<file path="config.mk">
export PLATFORM = sky130hd
export DESIGN_NAME = seg_scan_decoder
export DESIGN_NICKNAME = d
export VERILOG_FILES = /design/src/rtl/seg_pkg.sv /design/src/rtl/seg7_to_bcd.sv /design/src/rtl/seg_scan_decoder.sv
export SDC_FILE = /design/constraint.sdc
export NUM_CORES = 1
export LEC_CHECK = 0
export CORE_UTILIZATION = 55
export DETAILED_ROUTE_END_ITERATION = 7
export GPL_TIMING_DRIVEN = 0
export PLACE_DENSITY = 0.79
export RECOVER_POWER = 50
export SLEW_MARGIN = 10
export SYNTH_ARGS = -nofsm -noshare
export SYNTH_HDL_FRONTEND = slang
export SYNTH_SLANG_ARGS = --single-unit
</file>
<file path="constraint.sdc">
create_clock -name clk_1000hz -period 5.05 [get_ports clk_1000hz]
set_input_delay 1.515 -clock clk_1000hz [delete_from_list [all_inputs] [get_ports clk_1000hz]]
set_output_delay 1.515 -clock clk_1000hz [all_outputs]
set_load 0.05 [all_outputs]
</file>
<file path="src/rtl/seg_pkg.sv">
// Shared 7-segment definitions: segment patterns, special codes and the
// capture FSM state encoding used by the display driver and scan decoder.
package seg_pkg;

  // Segment patterns for seg_data[7:1] = {a,b,c,d,e,f,g}, active-high.
  localparam logic [6:0] SEG_0     = 7'h7E;
  localparam logic [6:0] SEG_1     = 7'h30;
  localparam logic [6:0] SEG_2     = 7'h6D;
  localparam logic [6:0] SEG_3     = 7'h79;
  localparam logic [6:0] SEG_4     = 7'h33;
  localparam logic [6:0] SEG_5     = 7'h5B;
  localparam logic [6:0] SEG_6     = 7'h5F;
  localparam logic [6:0] SEG_7     = 7'h70;
  localparam logic [6:0] SEG_8     = 7'h7F;
  localparam logic [6:0] SEG_9     = 7'h7B;
  localparam logic [6:0] SEG_BLANK = 7'h00;

  // Codes for patterns that are not a decimal digit.
  localparam logic [3:0] CODE_BLANK = 4'hF;
  localparam logic [3:0] CODE_ERR   = 4'hE;

  // Capture FSM: TRACK waits for a stable sample, HOLD waits for a change.
  typedef enum logic {
    TRACK = 1'b0,
    HOLD  = 1'b1
  } scan_state_t;

endpackage

</file>
<file path="src/rtl/seg7_to_bcd.sv">
// Combinational decode of a 7-segment pattern back to its BCD code.
// Blank maps to CODE_BLANK; anything unrecognised maps to CODE_ERR + invalid.
module seg7_to_bcd
  import seg_pkg::*;
(
  input  logic [6:0] pattern,
  output logic [3:0] code,
  output logic       invalid
);

  // Pattern lookup; unknown patterns are flagged rather than guessed.
  always_comb begin
    invalid = 1'b0;
    case (pattern)
      SEG_0:     code = 4'h0;
      SEG_1:     code = 4'h1;
      SEG_2:     code = 4'h2;
      SEG_3:     code = 4'h3;
      SEG_4:     code = 4'h4;
      SEG_5:     code = 4'h5;
      SEG_6:     code = 4'h6;
      SEG_7:     code = 4'h7;
      SEG_8:     code = 4'h8;
      SEG_9:     code = 4'h9;
      SEG_BLANK: code = CODE_BLANK;
      default: begin
        code    = CODE_ERR;
        invalid = 1'b1;
      end
    endcase
  end

endmodule

</file>
<file path="src/rtl/seg_scan_decoder.sv">
// Scan-side decoder for the multiplexed 7-segment bus: filters scan glitches,
// decodes each stable pattern and assembles all positions into a frame.
module seg_scan_decoder
  import seg_pkg::*;
#(
  parameter int STABLE_CYCLES = 3,
  parameter int NUM_DIGITS    = 8
) (
  input  logic                      clk_1000hz,
  input  logic                      reset,
  input  logic [2:0]                digit,
  input  logic [7:0]                seg_data,
  output logic [4*NUM_DIGITS-1:0]   frame_data,
  output logic [NUM_DIGITS-1:0]     frame_dp,
  output logic                      frame_valid,
  output logic                      err_pulse,
  output logic [7:0]                err_count
);

  localparam logic [3:0] STABLE_CNT = 4'(STABLE_CYCLES);

  logic [10:0]                 sample;
  logic [10:0]                 prev;
  logic                        same;
  logic [3:0]                  cnt;
  logic [3:0]                  cnt_next;
  scan_state_t                 state;
  logic                        capture;
  logic [3:0]                  code;
  logic                        invalid;
  logic [NUM_DIGITS-1:0]       digit_bit;
  logic [NUM_DIGITS-1:0]       mask;
  logic [NUM_DIGITS-1:0]       mask_base;
  logic [NUM_DIGITS-1:0]       mask_next;
  logic                        complete;
  logic                        complete_next;
  logic [NUM_DIGITS-1:0][3:0]  slot_code;
  logic [NUM_DIGITS-1:0]       slot_dp;

  assign sample = {digit, seg_data};
  assign same   = (sample == prev);

  seg7_to_bcd u_decode (
    .pattern (seg_data[7:1]),
    .code    (code),
    .invalid (invalid)
  );

  // Stability count, capture decision and next seen-mask.
  always_comb begin
    cnt_next  = same ? (cnt + 4'd1) : 4'd1;
    // In HOLD a steady sample never captures; a change restarts the count,
    // which captures immediately only when one sample is enough.
    capture   = ((state == TRACK) || !same) && (cnt_next == STABLE_CNT);
    digit_bit = '0;
    digit_bit[digit] = 1'b1;
    // A completed frame clears the mask; a capture in that same cycle
    // already belongs to the next frame.
    mask_base = complete ? '0 : mask;
    if (capture) begin
      mask_next = mask_base | digit_bit;
    end else begin
      mask_next = mask_base;
    end
    complete_next = capture && (&(mask_base | digit_bit));
  end

  // Input history register and TRACK/HOLD capture FSM.
  always_ff @(posedge clk_1000hz or posedge reset) begin
    if (reset) begin
      prev  <= 11'h000;
      cnt   <= 4'd0;
      state <= TRACK;
    end else begin
      prev <= sample;
      case (state)
        TRACK: begin
          cnt <= cnt_next;
          if (capture) begin
            state <= HOLD;
          end
        end
        HOLD: begin
          if (!same) begin
            cnt   <= 4'd1;
            state <= capture ? HOLD : TRACK;
          end
        end
        default: begin
          cnt   <= 4'd0;
          state <= TRACK;
        end
      endcase
    end
  end

  // Capture slots, seen-mask and frame-complete flag.
  always_ff @(posedge clk_1000hz or posedge reset) begin
    if (reset) begin
      slot_code <= '0;
      slot_dp   <= '0;
      mask      <= '0;
      complete  <= 1'b0;
    end else begin
      if (capture) begin
        slot_code[digit] <= code;
        slot_dp[digit]   <= seg_data[0];
      end
      mask     <= mask_next;
      complete <= complete_next;
    end
  end

  // Registered frame outputs and error reporting.
  always_ff @(posedge clk_1000hz or posedge reset) begin
    if (reset) begin
      frame_data  <= '0;
      frame_dp    <= '0;
      frame_valid <= 1'b0;
      err_pulse   <= 1'b0;
      err_count   <= 8'd0;
    end else begin
      frame_valid <= complete;
      if (complete) begin
        frame_data <= slot_code;
        frame_dp   <= slot_dp;
      end
      err_pulse <= capture && invalid;
      if (capture && invalid && (err_count != 8'hFF)) begin
        err_count <= err_count + 8'd1;
      end
    end
  end

endmodule

</file>
; ---- After elaboration in Yosys (flattened, before gate mapping)
; Index checks and enable logic that the tools add are counted.
[op_classes]
addsub = 2
bitwise_logic = 2
mux = 16
magnitude_cmp = 2
n_reduce_logical = 10
n_eq_ne = 14
[ops]
columns = operator, n
row1 = 7-bit equality test (second input constant), 8
row2 = 4-bit one-hot mux with 11 select lines, 1
row3 = 32-bit bitwise mux, 1
row4 = 8-bit 2-to-1 mux, 2
row5 = 7-bit by 6-bit equality test with 1-bit output (second input constant), 2
row6 = 4-bit demux with 3-bit select, 1
row7 = 4-bit 2-to-1 mux, 3
row8 = 11-bit equality test, 1
row9 = 11-bit OR reduction, 1
row10 = 8-bit by 1-bit adder with 8-bit output (second input constant), 1
row11 = 8-bit bitwise mux, 1
row12 = 8-bit != test (second input constant), 1
row13 = 8-bit bitwise OR, 1
row14 = 4-bit one-hot mux with 2 select lines, 1
row15 = 8-bit AND reduction, 1
row16 = 7-bit zero test, 1
row17 = 1-bit logical AND, 5
row18 = 4-bit by 1-bit adder with 4-bit output (second input constant), 1
row19 = 4-bit by 2-bit equality test with 1-bit output (second input constant), 1
row20 = 3-bit by 4-bit < comparator with 1-bit output (second input constant), 1
row21 = 1-bit 2-to-1 mux, 4
row22 = 1-bit demux with 3-bit select, 1
row23 = 3-bit by 1-bit >= comparator with 1-bit output (second input constant), 1
row24 = 2-bit != test (second input constant), 1
row25 = 4 further kinds, 4
[totals]
elab_cells = 65
regBits = 115
inputBits = 13
out_inout_bits = 50

; ---- Depth between registers and ports, before layout
; Gate-level depths: netlist (run 1).
[logic_depth]
word_depth = 7
mapped_depth = 9
mapped_depth_nobuf = 7

; ---- Cells and area by module
; A second synthesis (run 1) with hierarchy kept.
[hier_totals]
cells_unflattened = 349
area_unflattened_um2 = 4875.9
[modules_own_cells]
columns = mod, cells_each, seq_area_each_um2, area_per_inst_um2, n_inst
row1 = seg_scan_decoder, 314, 2877.8, 4640.7, 1
row2 = seg7_to_bcd, 35, 0.0, 235.2, 1

; ---- Worst setup path after synthesis (run 1)
; OpenSTA, ideal clock, no wires.
[synth_timing]
kind = input to register
from = input port seg_data[4]
to = register err_count[1]
n_path_buf = 2
setup_slack_ps = 1788
arrival_time_ps = 3137
required_time_ps = 4925
setup_ps = 125
cell_stages = 7
path_cell_list = buf_4 -> or3_4 -> a2111oi_4 -> nor2_2 -> and4bb_1 -> buf_6 -> mux2_4
[synth_via]
elab_chain_cells = 6
[synth_rtl]
columns = element, line
row1 = from (decl), seg_scan_decoder.sv:12  ; input logic [7:0] seg_data,
row2 = 11-bit equality test, seg_scan_decoder.sv:41  ; assign same = (sample == prev);
row3 = 4-bit 2-to-1 mux / 1-bit zero test (equally long branches), -
row4 = 4-bit by 2-bit equality test with 1-bit output / 1-bit logical OR (equally long branches), seg_scan_decoder.sv:54  ; capture = ((state == TRACK) || !same) && (cnt_next == STABLE_CNT);
row5 = 1-bit logical AND, seg_scan_decoder.sv:54
row6 = 1-bit logical AND * (2 in a row), seg_scan_decoder.sv:129  ; if (capture && invalid && (err_count != 8'hFF)) begin
row7 = to (signal assigned), seg_scan_decoder.sv:130  ; err_count <= err_count + 8'd1;
row8 = to (decl), seg_scan_decoder.sv:17  ; output logic [7:0] err_count
; Mark *: on every way between the ends. The rest lies on a longest branch, timed or not.
; A chain may end at the register's enable or synchronous reset.

; ---- Worst setup path in the final report (run 1)
[layout_timing]
from = input port seg_data[1]
to = register slot_code[26] (netlist bit)
[layout_via]
elab_chain_cells = 4
[layout_rtl]
columns = element, line
row1 = 11-bit equality test, seg_scan_decoder.sv:41
row2 = 4-bit 2-to-1 mux / 1-bit zero test (equally long branches), -
row3 = 4-bit by 2-bit equality test with 1-bit output / 1-bit logical OR (equally long branches), seg_scan_decoder.sv:54
row4 = 1-bit logical AND, seg_scan_decoder.sv:54
row5 = "to (signal, indexed assignment)", seg_scan_decoder.sv:106  ; slot_code[digit] <= code;
row6 = to (decl), seg_scan_decoder.sv:37  ; logic [NUM_DIGITS-1:0][3:0] slot_code;
; Several ways; a longest one is shown, not always the timed one.

==> flow_metrics.py, run 1 <==
metrics = {
    "die": {
        "die_area_sq_um": 9320,
        "die_w_um": 96.5,
        "rows": 34,
        "start_util": 0.566,
        "core_sq_um": 8680,
        "die_h_um": 96.5,
        "top_level_ports": 63,
    },
    "global_route": {
        "grt_pass1_vias": 3415,
        "overflow": 0,
        "grt_usage": 0.246,
        "antenna_found_initial": 0,
        "grt_max_degree": 94,
        "grt_pass1_wl_um": 16800,
    },
    "setup_path": {
        "r2r_slack_ps": 2790,
        "r2r_end": "slot_code[21]$_DFFE_PP0P_",
        "cp.arrival_ps": 4100,
        "path_max_fanout": 10,
        "timing.rr.start": "cnt[0]$_DFFE_PP0P_",
        "critPathLaunchType": "input pin",
        "worstSetupEndpointType": "flip-flop",
        "path_class": "in2reg",
        "r2r_cells": 6,
        "cp.required_ps": 5420,
    },
    "route": {
        "drt_wl_total_um": 10400,
        "viasPerCell": 5.75,
        "drt-wirelength-per-cell_um": 17.4,
        "drc": 0,
        "initialDrtViolationCount": 185,
        "vias": 3433,
        "firstDrtPassIters": 4,
        "ant_nets": 0,
    },
    "synth": {
        "synthAdderAreaFrac": 0.00509,
        "postSynthAreaPerCell_sq_um": 12.4,
        "synth_compound_area_frac": 0.0789,
        "ys_seq_area_frac": 0.586,
        "synth_top_family_by_area": "simple AND/OR/NAND/NOR gates",
        "syn-cell-area_sq_um": 4910,
        "syn_nets": 410,
        "yosys-top-cells-area": "dfrtp_1, mux2_2, o21ai_0",
        "synth_warnings": 0,
        "synthSimpleGateAreaFrac": 0.140,
        "synth.distinct_cells": 54,
        "yosysTopAreaCellShare": 0.586,
        "synthCells": 395,
        "yosys.area.top_type": "dfrtp_1",
        "synthMuxAreaShare": 0.119,
        "synth_xor_area_frac": 0.0374,
        "synth-seq-cells": 115,
    },
    "layout": {
        "layout-drive-gt1-share": 0.225,
        "layout_common_cells": "dfrtp_1, clkdlybuf4s50_1, mux2_2",
        "layout_commonest_cell": "dfrtp_1",
        "area_growth_pct": 27.2,
        "fillers": 594,
        "regArea_sq_um": 2880,
        "nets": 492,
        "diodes": 0,
        "multi_input_area_sq_um": 1870,
    },
    "sta": {
        "slew-limit-headroom": 0.244,
        "max_slew.worst_pin.slew_ps": 1130,
        "rsz0062_at_grt": "no",
        "fin_hold_ws_ps": 475,
        "fmax_mhz": 268,
        "drv_slew": 0,
        "timing.setup.tns_ps": 0,
        "fin_crit_sh": 0.739,
        "fin_worst_skew_ps": 7.30,
        "period_minus_slack_ps": 3730,
        "setup_violations": 0,
        "hold_viol_final": 0,
    },
    "cts": {
        "clk_pin_slew_worst_paths_ps": 60,
        "hold_buffers": 0,
        "cts_tree": "built",
        "cts.repair.resized": 0,
        "clock_path_buffers": 2,
        "numClockSinks": 115,
        "clk-insertion-delay-late_ps": 520,
        "cts_setup_buffers": 0,
        "cts_buffers": 17,
        "htreeDepth": 4,
        "root_buffer": "clkbuf_8",
    },
    "power_and_ir_drop": {
        "p_leak_nw": 2.91,
        "ir_drop_mv": 0.230,
        "power_density_nw_per_um2": 337,
    },
    "job": {
        "cap_violations": 0,
    },
    "placement": {
        "gp_congestion": 0.843,
        "io_buffers": 62,
        "dp_hpwl_um": 6550,
    },
    "run_status": {
        "status": "finished clean",
    },
    "hold_path": {
        "hp-start": "complete$_DFF_PP0_",
        "hold_class": "reg2reg",
        "hold_depth": 0,
        "whs_endpoint": "frame_valid$_DFF_PP0_",
    },
}
[state kept, by name, summed over array words and instances (netlist names), 4 cells and up]
signal      cells
slot_dp         8
frame_data     32
cnt             4
slot_code      32
err_count       8
mask            8
frame_dp        8
prev           11
[synthesized netlist by cell type, drive strengths merged]
cell,number
a2111oi,2
a211o,1
a211oi,3
a21oi,16
a31oi,6
a32oi,1
and2b,2
and3,7
and3b,1
and4,2
and4b,1
and4bb,2
buf,16
clkbuf,4
dfrtp,115
ha,2
inv,9
mux2,49
mux2i,2
nand2,39
nand2b,2
nand3,11
nand3b,1
nand4,6
nand4b,3
nor2,15
nor2b,5
nor3,5
nor3b,2
nor4,2
o21ai,35
o22ai,2
or2,1
or3,2
or4,1
or4b,1
xnor2,7
xor2,14
[worst max-delay path, cell delays in order]
cell	delay, ps
dlygate4sd3_1	570
buf_6	150
or3_4	390
a2111oi_4	440
nor2_2	130
a211oi_2	710
o21ai_0	180
[where the power goes]
group	internal [mW]	switching, mW	total (mW)
clock	0.654	0.441	1.09
combinational	0.0260	0.0558	0.0817
sequential	0.927	0.00210	0.929
[cell families after synthesis]
logic type | count (synthesis)
flops | 115
xor+xnor | 21
buf+inv | 29
mux | 51
fa+ha+maj | 2
simple gates | 111
compound gates | 66
[worst max-delay path by stage]
stage                startpoint                         to  slack (ps)  cells past startpoint
floorplan                 reset         cnt[0]$_DFFE_PP0P_         490                      1
global route        seg_data[4]  slot_code[26]$_DFFE_PP0P_        1280                      7
finish              seg_data[1]  slot_code[26]$_DFFE_PP0P_        1320                      7
global placement          reset    frame_dp[6]$_DFFE_PP0P_       -1040                      2
CTS                 seg_data[1]   slot_code[6]$_DFFE_PP0P_        1490                      7
detailed placement  seg_data[1]  slot_code[26]$_DFFE_PP0P_         960                      7
[metal layers]
layer,vias up,track usage,wire length [um]
li1,1561,-,-
met1,1720,0.324,4610
met2,125,0.371,5020
met3,27,0.0657,473
met4,0,0.131,296
met5,-,0,0
[stage by stage]
stage	cells	cell area, sq um	utilization	setup slack [ps]	power [mW]
after global routing	597	6250	0.720	1280	2.16
after detailed placement	566	5700	0.657	956	1.03
after CTS	597	6250	0.720	1490	2.12
after global placement	565	5670	0.653	-1040	1.02
final	597	6250	0.720	1320	2.11
after floorplan	395	4910	-	491	0.998
[final cells by class]
type,count,area share
timing repair buffer,63,0.104
multi-input combinational,251,0.300
tap,108,0.0216
buffer,20,0.0214
clock buffer,17,0.0663
sequential,115,0.460
inverter,9,0.00561
clock inverter,14,0.0212
Note: power is estimated with default switching activity, not from simulation.
==> run 2, diff against run 1 <==
CORE_UTILIZATION = 50   (was 55)
PLACE_DENSITY = 0.76   (was 0.79)
clock period = 3.2 ns   (was 5.05 ns; I/O delays follow)
==> flow_metrics.py, run 2 (same netlist as run 1, synthesis figures left out) <==
metrics = {
    "run_status": {
        "status": "finished clean",
    },
    "cts": {
        "clock_path_buffers": 2,
        "clk_pin_slew_worst_paths_ps": 60,
        "clk-insertion-delay-late_ps": 510,
        "cts_buffers": 17,
        "cts.repair.resized": 0,
        "root_buffer": "clkbuf_8",
        "hold_buffers": 0,
        "cts_setup_buffers": 0,
        "htreeDepth": 4,
        "numClockSinks": 115,
        "cts_tree": "built",
    },
    "global_route": {
        "antenna_found_initial": 0,
        "grt_pass1_vias": 3411,
        "overflow": 0,
        "grt_max_degree": 37,
        "grt_usage": 0.219,
        "grt_pass1_wl_um": 16900,
    },
    "hold_path": {
        "hold_class": "reg2reg",
        "hp-start": "complete$_DFF_PP0_",
        "whs_endpoint": "frame_valid$_DFF_PP0_",
        "hold_depth": 0,
    },
    "sta": {
        "period_minus_slack_ps": 2970,
        "slew-limit-headroom": 0.115,
        "fin_worst_skew_ps": 7.54,
        "fmax_mhz": 337,
        "hold_viol_final": 0,
        "fin_crit_sh": 0.928,
        "drv_slew": 0,
        "setup_violations": 0,
        "max_slew.worst_pin.slew_ps": 1330,
        "rsz0062_at_grt": "no",
    },
    "power_and_ir_drop": {
        "power_density_nw_per_um2": 536,
        "p_leak_nw": 2.91,
        "finalPower_mw": 3.37,
        "ir_drop_mv": 0.438,
    },
    "setup_path": {
        "r2r_end": "slot_dp[3]$_DFFE_PP0P_",
        "worstSetupEndpointType": "flip-flop",
        "cp.arrival_ps": 3360,
        "r2r_slack_ps": 1010,
        "critPathLaunchType": "input pin",
        "path_max_fanout": 10,
        "cp.required_ps": 3590,
        "timing.rr.start": "cnt[0]$_DFFE_PP0P_",
        "path_class": "in2reg",
        "r2r_cells": 7,
    },
    "die": {
        "die_w_um": 101,
        "die_h_um": 101,
        "rows": 35,
        "start_util": 0.524,
        "core_sq_um": 9370,
        "die_area_sq_um": 10200,
        "top_level_ports": 63,
    },
    "placement": {
        "io_buffers": 62,
        "gp_congestion": 0.851,
        "dp_hpwl_um": 6760,
    },
    "route": {
        "viasPerCell": 5.35,
        "initialDrtViolationCount": 160,
        "drt-wirelength-per-cell_um": 16.4,
        "drc": 0,
        "firstDrtPassIters": 5,
        "ant_nets": 0,
        "drt_wl_total_um": 10200,
        "vias": 3324,
    },
    "layout": {
        "biggestRegsByFlops": "frame_data: 32 flops, slot_code: 32 flops, prev: 11 flops",
        "multi_input_area_sq_um": 1870,
        "layout-drive-gt1-share": 0.230,
        "final_util": 0.672,
        "area_growth_pct": 28.1,
        "fillers": 736,
        "layout_common_cells": "dfrtp_1, clkdlybuf4s50_1, mux2_2",
        "layout_commonest_cell": "dfrtp_1",
        "diodes": 0,
        "regArea_sq_um": 2880,
        "nets": 494,
    },
    "job": {
        "cap_violations": 0,
    },
}
run 2: changes by cell type in the layout (fill, tap and decap cells not counted), moves of 2 or more:
cell	previous run	this run
clkdlybuf4s50_1	50	56
dlygate4sd3_1	12	6
clkbuf_8	1	3
clkinv_4	5	3
mux2_1	3	1
mux2_2	43	45
run 2: final cells by class:
cell class              count  share of cell area
plain buffers              20              0.0213
clock buffers              19              0.0702
clock inverters            13              0.0201
inverters                   9             0.00557
multi-input cells         251               0.297
flip-flops and latches    115               0.457
well taps                 129              0.0256
repair buffers             65               0.103
run 2: how the worst max path moves through the flow:
stage | startpoint | to | slack, ps | depth (start not counted)
floorplan | seg_data[4] | err_count[1]$_DFFE_PP0P_ | 490 | 7
global placement | seg_data[1] | slot_code[26]$_DFFE_PP0P_ | -280 | 7
detailed placement | seg_data[1] | slot_code[14]$_DFFE_PP0P_ | -310 | 7
CTS | seg_data[1] | slot_code[14]$_DFFE_PP0P_ | 220 | 7
global route | seg_data[5] | slot_code[13]$_DFFE_PP0P_ | 60 | 8
finish | seg_data[5] | err_count[1]$_DFFE_PP0P_ | 230 | 8
run 2: layer usage:
metal  vias up  track usage  wire length, um
met5         -            0                0
met4         0       0.0892              210
met3        25       0.0449              400
met2        85        0.349             4960
met1      1650        0.297             4610
li1       1564            -                -
run 2: stage by stage:
| step | setup TNS [ps] | hold WS (ps) | area (sq um) | std cells | worst slack [ps] |
|---|---|---|---|---|---|
| after floorplan | 0 | 406 | 4920 | 395 | 493 |
| after global placement | -25290 | 446 | 5700 | 586 | -276 |
| after detailed placement | -7670 | 454 | 5770 | 589 | -308 |
| after CTS | 0 | 471 | 6330 | 621 | 218 |
| after global routing | 0 | 480 | 6290 | 621 | 60.1 |
| final | 0 | 475 | 6290 | 621 | 232 |
run 2: worst max-delay path: stages:
cell,delay (ps)
dlygate4sd3_1,550
buf_2,190
and3b_2,220
o21ai_0,290
nor3b_1,440
and4bb_1,280
buf_6,130
mux2_4,290
run 2: where the power goes:
group          internal (mW)  leakage (nW)  switching [mW]
combinational         0.0420          1.11          0.0862
clock                   1.08         0.268           0.701
sequential              1.46          1.53         0.00325
total                   2.58          2.91           0.790
==> run 3, diff against run 2 <==
GPL_ROUTABILITY_DRIVEN = 0   (was not set)
==> results of run 3 <==
Final layout, timing and power as in run 2 (identical DEF).
